### config.mk
export PLATFORM = sky130hd
export DESIGN_NAME = ft245_fifo_bridge
export DESIGN_NICKNAME = d
export VERILOG_FILES = /design/src/rtl/ft245_fifo_bridge_pkg.sv /design/src/rtl/ft245_fifo_bridge_sync_fifo.sv /design/src/rtl/ft245_fifo_bridge.sv
export SDC_FILE = /design/constraint.sdc
export NUM_CORES = 1
export LEC_CHECK = 0
export BUFFER_PORTS_ARGS = -buffer_cell sky130_fd_sc_hd__buf_2
export CORE_AREA = 3 3 177 179
export DETAILED_ROUTE_END_ITERATION = 10
export DIE_AREA = 0 0 180 182
export GPL_TIMING_DRIVEN = 0
export PLACE_DENSITY = 0.72
export SLEW_MARGIN = 20
export SYNTH_ARGS = -nofsm -noshare
export SYNTH_HDL_FRONTEND = slang
export SYNTH_SLANG_ARGS = --single-unit
### constraint.sdc
create_clock -name clk100 -period 8.7 [get_ports clk100]
set_input_delay 1.305 -clock clk100 [delete_from_list [all_inputs] [get_ports clk100]]
set_output_delay 1.305 -clock clk100 [all_outputs]
set_load 0.1 [all_outputs]
### src/rtl/ft245_fifo_bridge_pkg.sv
// Shared definitions for the FT245 FIFO bridge.
// Contents:
//   state_t / ST_*          bridge FSM state encoding
//   ARB_RX_PRIO, ARB_RR     values for the ARB_MODE parameter
//   level_w()               bit width of an occupancy counter for a given depth
package ft245_fifo_bridge_pkg;

  typedef logic [2:0] state_t;

  localparam state_t ST_IDLE  = 3'd0;
  localparam state_t ST_RD    = 3'd1;
  localparam state_t ST_WR_SU = 3'd2;
  localparam state_t ST_WR_P  = 3'd3;
  localparam state_t ST_WR_H  = 3'd4;
  localparam state_t ST_REC   = 3'd5;

  localparam int ARB_RX_PRIO = 0;
  localparam int ARB_RR      = 1;

  // Occupancy 0..depth inclusive needs one bit more than the address.
  function automatic int level_w(input int depth);
    return $clog2(depth) + 1;
  endfunction

endpackage

### src/rtl/ft245_fifo_bridge_sync_fifo.sv
// Single-clock first-word-fall-through FIFO.
// Ports:
//   clk, rst            clock, synchronous active-high reset
//   push, push_data     write request and data (ignored while full)
//   pop                 read request (ignored while empty)
//   pop_data            head entry, valid whenever !empty
//   full, empty, level  status and occupancy
module sync_fifo
  import ft245_fifo_bridge_pkg::*;
#(
  parameter int DW    = 8,
  parameter int DEPTH = 16
) (
  input  logic                       clk,
  input  logic                       rst,
  input  logic                       push,
  input  logic [DW-1:0]              push_data,
  input  logic                       pop,
  output logic [DW-1:0]              pop_data,
  output logic                       full,
  output logic                       empty,
  output logic [level_w(DEPTH)-1:0]  level
);

  localparam int AW = $clog2(DEPTH);
  localparam int LW = level_w(DEPTH);

  logic [DW-1:0] mem_q [DEPTH];
  logic [AW-1:0] wr_ptr_q, wr_ptr_d;
  logic [AW-1:0] rd_ptr_q, rd_ptr_d;
  logic [LW-1:0] level_q, level_d;
  logic          do_push, do_pop;

  assign full     = (level_q == LW'(DEPTH));
  assign empty    = (level_q == '0);
  assign level    = level_q;
  assign pop_data = mem_q[rd_ptr_q];
  assign do_push  = push && !full;
  assign do_pop   = pop && !empty;

  always_comb begin
    // NOTE: every always_comb output gets a default first so no path leaves it unassigned (no latch).
    wr_ptr_d = wr_ptr_q;
    rd_ptr_d = rd_ptr_q;
    level_d  = level_q;
    if (do_push) wr_ptr_d = wr_ptr_q + AW'(1);
    if (do_pop)  rd_ptr_d = rd_ptr_q + AW'(1);
    unique case ({do_push, do_pop})
      2'b10:   level_d = level_q + LW'(1);
      2'b01:   level_d = level_q - LW'(1);
      default: level_d = level_q;
    endcase
  end

  // NOTE: the storage array has no reset; pointers and level alone define what is valid.
  always_ff @(posedge clk) begin
    if (do_push) mem_q[wr_ptr_q] <= push_data;
  end

  // NOTE: sequential state uses non-blocking assignments so all flops update together.
  always_ff @(posedge clk) begin
    if (rst) begin
      wr_ptr_q <= '0;
      rd_ptr_q <= '0;
      level_q  <= '0;
    end else begin
      wr_ptr_q <= wr_ptr_d;
      rd_ptr_q <= rd_ptr_d;
      level_q  <= level_d;
    end
  end

endmodule

### src/rtl/ft245_fifo_bridge.sv
// FT245-style asynchronous FIFO bridge.
// Drives the chip's RD#/WR strobes from synchronised RXF#/TXE#/PWR# and
// exposes buffered RX/TX valid/ready byte streams.
// Ports:
//   clk100, rst                      clock, synchronous active-high reset
//   FT_RX_Full_n, FT_TX_Enable_n,    asynchronous chip status (2-flop synced)
//   FT_PWR_n
//   FT_DATA_IN/OUT/OE                pad data bus, OE replicated per bit
//   FT_RD_Strobe_n, FT_WR_Strobe     chip strobes, registered
//   rx_data/valid/ready              RX stream out of the RX buffer
//   tx_data/valid/ready              TX stream into the TX buffer
//   rx_level, tx_level               buffer occupancies
//   ft_online                        synchronised, inverted FT_PWR_n
module ft245_fifo_bridge
  import ft245_fifo_bridge_pkg::*;
#(
  parameter int DW       = 8,
  parameter int RX_DEPTH = 16,
  parameter int TX_DEPTH = 16,
  parameter int RD_PULSE = 6,
  parameter int WR_SETUP = 2,
  parameter int WR_PULSE = 6,
  parameter int WR_HOLD  = 1,
  parameter int RECOVER  = 10,
  parameter int ARB_MODE = ARB_RX_PRIO
) (
  input  logic                          clk100,
  input  logic                          rst,
  input  logic                          FT_RX_Full_n,
  input  logic                          FT_TX_Enable_n,
  input  logic                          FT_PWR_n,
  input  logic [DW-1:0]                 FT_DATA_IN,
  output logic [DW-1:0]                 FT_DATA_OUT,
  output logic [DW-1:0]                 FT_DATA_OE,
  output logic                          FT_RD_Strobe_n,
  output logic                          FT_WR_Strobe,
  output logic [DW-1:0]                 rx_data,
  output logic                          rx_valid,
  input  logic                          rx_ready,
  input  logic [DW-1:0]                 tx_data,
  input  logic                          tx_valid,
  output logic                          tx_ready,
  output logic [level_w(RX_DEPTH)-1:0]  rx_level,
  output logic [level_w(TX_DEPTH)-1:0]  tx_level,
  output logic                          ft_online
);

  localparam int CNT_W = 16;

  logic [1:0]       rxf_sync_q, rxf_sync_d;
  logic [1:0]       txe_sync_q, txe_sync_d;
  logic [1:0]       pwr_sync_q, pwr_sync_d;
  state_t           state_q, state_d;
  logic [CNT_W-1:0] cnt_q, cnt_d;
  logic             last_rd_q, last_rd_d;
  logic             rd_n_q, rd_n_d;
  logic             wr_q, wr_d;
  logic             oe_q, oe_d;
  logic [DW-1:0]    dout_q, dout_d;
  logic [DW-1:0]    rx_byte_q, rx_byte_d;
  logic             rx_push_q, rx_push_d;

  logic             rx_full, rx_empty, tx_full, tx_empty, tx_pop;
  logic [DW-1:0]    tx_head;
  logic             rd_req, wr_req, pick_rd;

  assign ft_online = !pwr_sync_q[1];
  assign rd_req    = ft_online && !rxf_sync_q[1] && !rx_full;
  assign wr_req    = ft_online && !txe_sync_q[1] && !tx_empty;
  // Round-robin picks the side not served last; RX-priority always reads first.
  assign pick_rd   = rd_req && (!wr_req || (ARB_MODE == ARB_RX_PRIO) || !last_rd_q);

  always_comb begin
    rxf_sync_d = {rxf_sync_q[0], FT_RX_Full_n};
    txe_sync_d = {txe_sync_q[0], FT_TX_Enable_n};
    pwr_sync_d = {pwr_sync_q[0], FT_PWR_n};

    state_d   = state_q;
    cnt_d     = cnt_q;
    last_rd_d = last_rd_q;
    dout_d    = dout_q;
    rx_byte_d = rx_byte_q;
    rx_push_d = 1'b0;
    tx_pop    = 1'b0;

    unique case (state_q)
      ST_IDLE: begin
        if (pick_rd) begin
          state_d   = ST_RD;
          cnt_d     = CNT_W'(RD_PULSE - 1);
          last_rd_d = 1'b1;
        end else if (wr_req) begin
          // Byte leaves the TX buffer on WR_SU entry and is held in dout_q.
          state_d   = ST_WR_SU;
          cnt_d     = CNT_W'(WR_SETUP - 1);
          last_rd_d = 1'b0;
          tx_pop    = 1'b1;
          dout_d    = tx_head;
        end
      end
      ST_RD: begin
        if (cnt_q == '0) begin
          state_d   = ST_REC;
          cnt_d     = CNT_W'(RECOVER - 1);
          rx_byte_d = FT_DATA_IN;
          rx_push_d = 1'b1;
        end else begin
          cnt_d = cnt_q - CNT_W'(1);
        end
      end
      ST_WR_SU: begin
        if (cnt_q == '0) begin
          state_d = ST_WR_P;
          cnt_d   = CNT_W'(WR_PULSE - 1);
        end else begin
          cnt_d = cnt_q - CNT_W'(1);
        end
      end
      ST_WR_P: begin
        if (cnt_q == '0) begin
          state_d = ST_WR_H;
          cnt_d   = CNT_W'(WR_HOLD - 1);
        end else begin
          cnt_d = cnt_q - CNT_W'(1);
        end
      end
      ST_WR_H: begin
        if (cnt_q == '0) begin
          state_d = ST_REC;
          cnt_d   = CNT_W'(RECOVER - 1);
        end else begin
          cnt_d = cnt_q - CNT_W'(1);
        end
      end
      ST_REC: begin
        if (cnt_q == '0) begin
          state_d = ST_IDLE;
        end else begin
          cnt_d = cnt_q - CNT_W'(1);
        end
      end
      default: state_d = ST_IDLE;
    endcase

    // Pad strobes are decoded from the next state so the registered outputs
    // change on the same edge the state does. States are exclusive, so RD#
    // low never coincides with WR high or a non-zero OE.
    rd_n_d = (state_d != ST_RD);
    wr_d   = (state_d == ST_WR_P);
    oe_d   = (state_d == ST_WR_SU) || (state_d == ST_WR_P) || (state_d == ST_WR_H);
  end

  always_ff @(posedge clk100) begin
    if (rst) begin
      rxf_sync_q <= 2'b11;
      txe_sync_q <= 2'b11;
      pwr_sync_q <= 2'b11;
      state_q    <= ST_IDLE;
      cnt_q      <= '0;
      last_rd_q  <= 1'b0;
      rd_n_q     <= 1'b1;
      wr_q       <= 1'b0;
      oe_q       <= 1'b0;
      dout_q     <= '0;
      rx_byte_q  <= '0;
      rx_push_q  <= 1'b0;
    end else begin
      rxf_sync_q <= rxf_sync_d;
      txe_sync_q <= txe_sync_d;
      pwr_sync_q <= pwr_sync_d;
      state_q    <= state_d;
      cnt_q      <= cnt_d;
      last_rd_q  <= last_rd_d;
      rd_n_q     <= rd_n_d;
      wr_q       <= wr_d;
      oe_q       <= oe_d;
      dout_q     <= dout_d;
      rx_byte_q  <= rx_byte_d;
      rx_push_q  <= rx_push_d;
    end
  end

  assign FT_RD_Strobe_n = rd_n_q;
  assign FT_WR_Strobe   = wr_q;
  assign FT_DATA_OUT    = dout_q;
  assign FT_DATA_OE     = {DW{oe_q}};

  sync_fifo #(.DW(DW), .DEPTH(RX_DEPTH)) u_rx_fifo (
    .clk       (clk100),
    .rst       (rst),
    .push      (rx_push_q),
    .push_data (rx_byte_q),
    .pop       (rx_ready),
    .pop_data  (rx_data),
    .full      (rx_full),
    .empty     (rx_empty),
    .level     (rx_level)
  );

  sync_fifo #(.DW(DW), .DEPTH(TX_DEPTH)) u_tx_fifo (
    .clk       (clk100),
    .rst       (rst),
    .push      (tx_valid),
    .push_data (tx_data),
    .pop       (tx_pop),
    .pop_data  (tx_head),
    .full      (tx_full),
    .empty     (tx_empty),
    .level     (tx_level)
  );

  assign rx_valid = !rx_empty;
  assign tx_ready = !tx_full;

endmodule

; Word level (Yosys, flattened, before mapping)
; Memory sizes are Yosys's and may differ from the RTL's. A register that Yosys moved wholly into a read port is not among the register bits.
; Index checks and enable logic that the tools add are counted.
[totals]
regBits = 63
mem_bits_rw = 256
inputBits = 23
out_inout_bits = 39
n_memories = 2
[mem_list]
columns = memory, words, width, rd, rd_ports_with_merged_regs, wr, line
row1 = u_rx_fifo.mem_q, 16, 8, 1, 1, 1, ft245_fifo_bridge_sync_fifo.sv:28  ; logic [DW-1:0] mem_q [DEPTH];
row2 = u_tx_fifo.mem_q, 16, 8, 1, 1, 1, ft245_fifo_bridge_sync_fifo.sv:28
[op_classes]
add_sub_neg = 9
n_eq_ne = 17
mux = 26
bitwise_logic = 2
n_reduce_logical = 29
[ops]
columns = operator, count
row1 = $mux 16, 6
row2 = $pmux 16 s5, 1
row3 = $pmux 5 s2, 2
row4 = $mux 3, 6
row5 = $add 4x1->4 const B, 4
row6 = $logic_not 16->1, 1
row7 = $sub 16x1->16 const B, 1
row8 = $pmux 3 s5, 1
row9 = $eq 3x2->1 const B, 4
row10 = $add 5x1->5 const B, 2
row11 = $eq 5x5->1 const B, 2
row12 = $logic_not 5->1, 2
row13 = $sub 5x1->5 const B, 2
row14 = $eq 3x3->1 const B, 3
row15 = $logic_and 1x1->1, 8
row16 = $mux 1, 8
row17 = $mux 4, 2
row18 = $logic_not 1->1, 7
row19 = $reduce_and 3->1, 2
row20 = $reduce_bool 5->1, 1
row21 = $eq 2x1->1 const B, 2
row22 = $eq 2x2->1 const B, 2
row23 = $reduce_bool 2->1, 2
row24 = $reduce_or 2->1, 2
row25 = 8 further kinds, 10

; Longest topological paths before layout
; Gate-level depths: netlist (run 1).
[logic_depth]
ltp_word = 9
ltp_mapped = 16

; Modules after synthesis
; Synthesis (run 1) repeated with hierarchy kept, for this count alone.
[unflattened]
hier_cells = 905
hier_area_um2 = 13868.3
[modules_own_cells]
columns = module, instances, cells_each, area_per_inst_um2
row1 = sync_fifo (u_tx_fifo), 1, 330, 5891.9
row2 = sync_fifo (u_rx_fifo), 1, 324, 5836.8
row3 = ft245_fifo_bridge, 1, 251, 2139.6

; Worst setup path before layout (run 1)
; OpenSTA, ideal clock, no wires.
[synth_path]
path_kind = flip-flop to flip-flop
startpoint = register u_tx_fifo.level_q[4], in the netlist u_tx_fifo.level[4]
endpoint = register u_tx_fifo.level_q[4], in the netlist u_tx_fifo.level[4]
setup_ns = 0.130
arrival_ns = 3.911
required_time_ns = 8.570
slack_ns = 4.659
stages_incl_launch_ff = 14
path_cell_list = dfxtp_1 nand2_1 and2_1 clkbuf_1 inv_1 ha_1 inv_1 fa_1 nor2b_1 o21ai_0 and3_1 nor3_1 xnor2_1 nor2_1
[synth_lines]
columns = element, line
row1 = start: declaration, ft245_fifo_bridge_sync_fifo.sv:31  ; logic [LW-1:0] level_q, level_d;
row2 = start signal: assignment, ft245_fifo_bridge_sync_fifo.sv:69  ; level_q <= level_d;
row3 = $eq 5x5->1 (*), ft245_fifo_bridge_sync_fifo.sv:34  ; assign full = (level_q == LW'(DEPTH));
row4 = $logic_not 1->1 (*), --
row5 = net tx_ready, ft245_fifo_bridge.sv:42  ; output logic tx_ready,
row6 = $logic_and 1x1->1 (*), ft245_fifo_bridge_sync_fifo.sv:38  ; assign do_push = push && !full;
row7 = $eq 2x1->1 / $eq 2x2->1 (equally long branches), ft245_fifo_bridge_sync_fifo.sv:48  ; unique case ({do_push, do_pop})
row8 = $pmux 5 s2 / $reduce_bool 2->1 (equally long branches), --
; Mark *: on every way through the listed nets, which the timed path passes. The rest lies on a longest branch.
; A chain may end at the register's enable or synchronous reset.

==> results of run 1 <==
-- registers in the layout, summed over array words and instances, names as in the netlist, 5 cells and up, named ones only --
register         flops
rx_byte_q            8
cnt_q               16
u_tx_fifo.mem_q    128
FT_DATA_OUT          8
u_rx_fifo.mem_q    128
u_rx_fifo.level      5
u_tx_fifo.level      5
-- through the flow --
| step | cell area [um^2] | cells |
|---|---|---|
| after floorplan | 13400 | 835 |
| after global placement | 14200 | 1286 |
| after detailed placement | 14200 | 1290 |
| after CTS | 15400 | 1355 |
| after global routing | 15400 | 1355 |
| final | 15400 | 1355 |
-- layout make-up --
type	instances	area (um^2)	area share, %
flip-flops and latches	331	9190	59.7
plain buffers	53	251	1.63
repair buffers	65	347	2.25
clock inverters	16	171	1.11
well taps	390	488	3.17
clock buffers	49	960	6.24
multi-input cells	430	3900	25.4
inverters	21	78.8	0.512
-- where the power goes --
part,switching (mW),total (mW),leakage [nW],internal (mW)
sequential,0.0612,1.83,2.95,1.77
combinational,0.455,0.727,1.62,0.272
clock,0.616,1.43,0.539,0.819
total,1.13,3.99,5.11,2.86
-- synth_stat cells, drive strengths merged, types with 2 or more instances --
cell	count	share of area, %
inv	21	0.59
nor3	18	0.71
and3	3	0.14
nand3	10	0.41
or3	5	0.25
ha	19	1.8
buf	23	1.0
or2	7	0.33
a21oi	39	1.6
o21ai	10	0.43
nand4	7	0.33
nor4	8	0.49
nor4b	2	0.13
a21o	2	0.11
nand3b	2	0.11
nand2	64	1.9
and2	4	0.19
fa	2	0.30
xor2	24	1.6
nand2b	9	0.42
nand4b	2	0.13
edfxtp	256	57
nor2b	5	0.23
o21a	2	0.11
clkbuf	30	0.84
mux4	80	13
xnor2	7	0.46
a31oi	2	0.093
or4	4	0.28
nor2	84	2.4
dfxtp	75	11
-- routing by layer --
layer  GRT usage [%]  wire length, um  up-vias
met4            5.45              814        0
met1            22.3            11100     3624
met3            3.02             1770       49
met5               0                0        -
li1                -                -     3357
met2            29.1            14000      263
-- logic make-up (layout without fill, tap and decap cells) --
logic type	after synthesis	count (layout)	synth area share (%)
multiplexers	81	81	13.5
buffers and inverters	74	204	2.47
adder cells (fa/ha/maj)	21	21	2.08
AND/OR/NAND/NOR	237	237	8.59
AO/OA/AOI/OAI	60	60	2.62
XOR/XNOR	31	31	2.03
flip-flops	331	331	68.7
-- worst max-delay path by stage --
stage / start / to / slack (ns) / cells after the start
CTS: flop / rx_data[1] / 3.98 / 5
floorplan: u_tx_fifo.level[4]$_SDFFE_PP0P_ / u_tx_fifo.level[4]$_SDFFE_PP0P_ / 4.66 / 13
global placement: u_rx_fifo.level[0]$_SDFFE_PP0P_ / u_tx_fifo.level[4]$_SDFFE_PP0P_ / 4.37 / 15
global route: flop / rx_data[0] / 3.88 / 5
finish: flop / rx_data[0] / 4.08 / 5
detailed placement: u_rx_fifo.level[0]$_SDFFE_PP0P_ / u_tx_fifo.level[4]$_SDFFE_PP0P_ / 4.27 / 15
==> flow_summary_export.csv, run 1 <==
group,metric,value,unit
worst_setup_path,crit_chain,"clkbuf_1, buf_1, mux4_2, mux4_2, buf_2",
drt,viasPerCell,5.38,
sta,finalWorstSetupSlack,4.08,ns
cts,cts_setup_buffers,0,
synth,synth_edf_count,256,
drt,drc_errors,0,
cells_and_area,area_delta_synth_final,15.0,%
floorplan,die_area,0.0328,mm^2
worst_setup_path,rrSetupSlack,4.24,ns
worst_setup_path,rr_worst_depth,15,
worst_setup_path,critPathLaunchType,"flop",
synth,ys_seq_area_share,68.7,%
cts,root_buffer,"clkbuf_16",
cells_and_area,nets,982,
synth,yosys.cell_types.count,51,
worst_setup_path,crit_buf_inv,3,
floorplan,die_y,182,um
cts,cts_hold_buf,0,
worst_setup_path,cp-end-kind,"output port",
cts,clk_pin_slew,0.06,ns
synth,syn_nets,879,
run_status,status,"finished, final reports clean",
hold_path,hold_class,"reg -> reg",
sta,fin_crit,4.62,ns
sta,hold_violations,0,
sta,fin_tns_setup,0,ns
floorplan,pin_count,62,
floorplan,fp-row-count,63,
global_route,grt_max_degree,18,
drt,drt_wl_total,27700,um
global_route,grt_pass1_vias,7425,
placed_design,dpl_worst_slack,4.27,ns
flow_run,cap_violations,0,
synth,netlist_area,0.0134,mm^2
sta,rsz0062_at_grt,"false",
cells_and_area,fin_util,51.8,%
sta,clock_skew,0.0308,ns
worst_setup_path,slowest_stage,"buf_1",
synth,async_flop_share,0,%
hold_path,hold_start,"rxf_sync_q[0]$_SDFF_PP1_",
power_and_ir_drop,power,3.99,mW
worst_setup_path,slowest_delay,0.71,ns
sta,post-route-period-util,53.1,%
synth,yosys_warnings,0,
worst_setup_path,cp.required,7.39,ns
sta,max_slew_margin,22.6,%
synth,syn_area_per_cell,16.0,um^2
global_route,track_usage,17.0,%
synth,ys_ff_latch,331,
global_route,overflow,0,
cts,h-tree-depth,2,
drt,antenna_left,0,
hold_path,holdPathEnd,"rxf_sync_q[1]$_SDFF_PP1_",
cts,clkLatencyLatePin,0.54,ns
sta,worst-slew-pin-transition,1.15,ns
worst_setup_path,cp_max_fo,10,
cells_and_area,final_cell_mix,"edfxtp_1 (256), nor2_1 (84), mux4_2 (80)",
cts,clockBufferDepth,3,
global_route,grt_pass1_wl,43200,um
global_route,antenna_found_initial,0,
cts,cts-buffers-inserted,36,
cts,cts.sinks,331,
worst_setup_path,r2r-start,"u_rx_fifo.level[0]$_SDFFE_PP0P_",
cells_and_area,drive_gt1_share,24.9,%
drt,dr.pass1.iters,5,
worst_setup_path,crit_family,"buffers and inverters",
sta,fmax,216,MHz
floorplan,core,0.0297,mm^2
power_and_ir_drop,power_density,259,mW/mm^2
synth,synthFlopType,"edfxtp_1",
synth,synth_cells,835,
cts,cts_tree,"yes",
cells_and_area,layout_commonest_cell,"edfxtp_1",
drt,drtIter0Drc,635,
placed_design,gp_congestion,0.808,
power_and_ir_drop,ir_worst_vdd,0.200,mV
worst_setup_path,crit_type,"reg -> out",
floorplan,die_w,180,um
placed_design,port_buffers,61,
drt,post_drt_wl_per_cell,20.4,um
placed_design,hpwl,18500,um
worst_setup_path,path_common_cell,"mux4_2",
drt,vias,7293,
cells_and_area,nFillCells,2397,
power_and_ir_drop,p_leak,5.11,nW
cts,post_cts_resized,0,
sta,fin_hold_ws,0.411,ns
sta,setup_viol,0,
cells_and_area,num_antenna_cells,0,
sta,drv_slew,0,
floorplan,initial_core_util,45.0,%
hold_path,hold_depth,1,
worst_setup_path,rr_endpoint,"u_tx_fifo.level[4]$_SDFFE_PP0P_",
worst_setup_path,crit_arrival,3.32,ns
Power figures use the tool's default switching activity.
==> run 2: changes to the inputs <==
--- a/config.mk
+++ b/config.mk
@@ -10,7 +10,7 @@
 export DETAILED_ROUTE_END_ITERATION = 10
 export DIE_AREA = 0 0 180 182
 export GPL_TIMING_DRIVEN = 0
-export PLACE_DENSITY = 0.72
+export PLACE_DENSITY = 0.74
 export SLEW_MARGIN = 20
 export SYNTH_ARGS = -nofsm -noshare
 export SYNTH_HDL_FRONTEND = slang
==> constraint.sdc (replaced) <==
create_clock -name clk100 -period 3.9 [get_ports clk100]
set_input_delay 0.585 -clock clk100 [delete_from_list [all_inputs] [get_ports clk100]]
set_output_delay 0.585 -clock clk100 [all_outputs]
set_load 0.1 [all_outputs]
==> run 2 against run 1 <==
- die area stayed put
- clock power increased by 130%
- sequential power rose by 120%
- critical path depth unchanged
- flip-flop and latch count unchanged
- cell area up 0.35%
- register-to-register slack got worse by 3.8 ns
- cell count is 0.15% lower
- sequential share of layout area decreased by 0.21 points
- via count is 2.0% higher
- critical path type unchanged
- critical endpoint is now rx_data[1]
- largest cell class unchanged
==> flow_summary_export.csv, run 2 (synthesis gave the netlist of run 1 again) <==
group,metric,value,unit
cts,cts-buffers-inserted,35,
cells_and_area,area_delta_synth_final,15.4,%
drt,vias,7440,
cells_and_area,drive_gt1_share,25.6,%
floorplan,die_area,0.0328,mm^2
floorplan,initial_core_util,45.0,%
hold_path,holdPathEnd,"pwr_sync_q[0]$_SDFF_PP1_",
global_route,grt_max_degree,18,
cts,clk_pin_slew,0.06,ns
sta,finalWorstSetupSlack,0.195,ns
global_route,overflow,0,
worst_setup_path,crit_chain,"clkbuf_1, clkdlybuf4s15_2, mux4_2, mux4_2, buf_2",
power_and_ir_drop,internal_power,6.50,mW
global_route,antenna_found_initial,0,
worst_setup_path,r2r-start,"u_rx_fifo.level[0]$_SDFFE_PP0P_",
sta,clock_skew,0.0250,ns
sta,fin_crit,3.71,ns
sta,fmax,270,MHz
placed_design,gp_congestion,0.817,
drt,dr.pass1.iters,5,
power_and_ir_drop,p_leak,5.14,nW
power_and_ir_drop,swShare,27.8,%
cells_and_area,final_cell_mix,"edfxtp_1 (256), nor2_1 (84), mux4_2 (80)",
worst_setup_path,crit_arrival,3.12,ns
global_route,grt_pass1_wl,43700,um
floorplan,die_y,182,um
worst_setup_path,path_common_cell,"mux4_2",
power_and_ir_drop,p_seq_share,45.3,%
sta,drv_slew,0,
sta,worst-slew-pin-transition,0.866,ns
global_route,track_usage,17.1,%
sta,hold_violations,0,
cells_and_area,reg_top3,"u_rx_fifo.mem_q (128), u_tx_fifo.mem_q (128), cnt_q (16)",
cts,clkLatencyLatePin,0.53,ns
power_and_ir_drop,combinationalPowerShare,18.2,%
drt,post_drt_wl_per_cell,20.6,um
drt,drt_wl_total,27800,um
worst_setup_path,rrSetupSlack,0.40,ns
sta,max_slew_margin,42.1,%
power_and_ir_drop,power_density,583,mW/mm^2
power_and_ir_drop,power_frac_clock,36.5,%
sta,setup_viol,0,
flow_run,cap_violations,0,
drt,drtIter0Drc,535,
drt,viasPerCell,5.50,
cells_and_area,fin_util,52.0,%
worst_setup_path,cp_max_fo,10,
hold_path,hold_start,"FT_PWR_n",
worst_setup_path,critPathLaunchType,"flop",
cts,cts_tree,"yes",
power_and_ir_drop,ir_worst_vdd,0.424,mV
drt,drc_errors,0,
floorplan,die_w,180,um
drt,antenna_left,0,
cells_and_area,nets,980,
worst_setup_path,cp-end-kind,"output port",
run_status,status,"finished, final reports clean",
floorplan,fp-row-count,63,
sta,fin_tns_setup,0,ns
floorplan,core,0.0297,mm^2
cts,root_buffer,"clkbuf_16",
global_route,grt_pass1_vias,7473,
cts,clockBufferDepth,3,
worst_setup_path,slowest_stage,"mux4_2",
sta,rsz0062_at_grt,"false",
power_and_ir_drop,switching_power,2.50,mW
worst_setup_path,cp.required,3.31,ns
worst_setup_path,slowest_delay,0.61,ns
cells_and_area,layout_commonest_cell,"edfxtp_1",
worst_setup_path,rr_endpoint,"u_tx_fifo.level[4]$_SDFFE_PP0P_",
cells_and_area,num_antenna_cells,0,
sta,post-route-period-util,95.0,%
placed_design,hpwl,18600,um
floorplan,pin_count,62,
worst_setup_path,rr_worst_depth,14,
placed_design,dpl_worst_slack,-0.440,ns
cells_and_area,nFillCells,2318,
hold_path,hold_class,"in -> reg",
hold_path,hold_depth,2,
worst_setup_path,crit_type,"reg -> out",
placed_design,port_buffers,61,
cts,cts.sinks,331,
cts,h-tree-depth,2,
run 2: changes by cell type in the layout (fill, tap and decap cells not counted), moves of 2 or more:
cell	delta
clkdlybuf4s15_2	+3
clkbuf_8	+2
clkinv_1	-2
buf_1	-4
bufinv_16	+2
clkinv_16	-2
run 2: area by class of cell:
class | instances | area (um^2) | share of cell area (%)
Tap cell | 390 | 488 | 3.16
Multi-Input combinational cell | 430 | 3920 | 25.4
Sequential cell | 331 | 9190 | 59.5
Clock inverter | 14 | 188 | 1.22
Inverter | 21 | 78.8 | 0.511
Buffer | 52 | 270 | 1.75
Clock buffer | 50 | 962 | 6.23
Timing Repair Buffer | 65 | 343 | 2.22
run 2: per-stage QoR:
step	hold slack, ns	instances	total power [mW]	instance area (um^2)
after floorplan	0.389	835	5.40	13400
final	0.255	1353	9.00	15400
after CTS	0.246	1354	9.06	15400
after global routing	0.245	1353	9.37	15400
after detailed placement	0.396	1290	5.77	14200
after global placement	0.394	1286	5.73	14200
run 2: metal layers:
metal	GRT usage, %	share of wire (%)	up-vias
met5	0	0	-
met3	2.82	4.7	50
li1	-	-	3360
met2	29.9	52	221
met4	4.89	2.4	0
met1	22.4	41	3809
run 2: worst max path at each step:
stage / cells past startpoint / slack [ns] / start / endpoint
2_1_floorplan: 15 / 0.18 / u_rx_fifo.level[0]$_SDFFE_PP0P_ / u_tx_fifo.level[4]$_SDFFE_PP0P_
3_3_place_gp: 15 / -0.43 / u_rx_fifo.level[0]$_SDFFE_PP0P_ / u_tx_fifo.level[4]$_SDFFE_PP0P_
3_5_place_dp: 15 / -0.44 / u_rx_fifo.level[0]$_SDFFE_PP0P_ / u_tx_fifo.level[4]$_SDFFE_PP0P_
4_1_cts: 15 / 0.12 / u_rx_fifo.level[0]$_SDFFE_PP0P_ / u_tx_fifo.level[4]$_SDFFE_PP0P_
5_1_grt: 14 / 0.02 / u_rx_fifo.level[0]$_SDFFE_PP0P_ / u_tx_fifo.level[4]$_SDFFE_PP0P_
6_report: 5 / 0.19 / flop / rx_data[1]
run 2: repair_timing:
item,in CTS,in global routing
hold buffers,0,0
endpoints found under the setup margin,9,1
resized for setup,8,0
buffers inserted,0,0
run 2: power groups by stage:
stage / clock network (mW) / logic [mW] / registers [mW]
2_1_floorplan: 0 / 1.24 / 4.17
3_3_place_gp: 0 / 1.59 / 4.14
3_5_place_dp: 0 / 1.62 / 4.15
4_1_cts: 3.34 / 1.64 / 4.08
5_1_grt: 3.50 / 1.77 / 4.09
6_report: 3.29 / 1.64 / 4.08
run 2: worst max-delay path: cells and delay by family, from the launching register on:
kind / cells / cell delay [ns]
multiplexers: 2 / 1.16
buffers and inverters: 3 / 1.12
flip-flops: 1 / 0.30
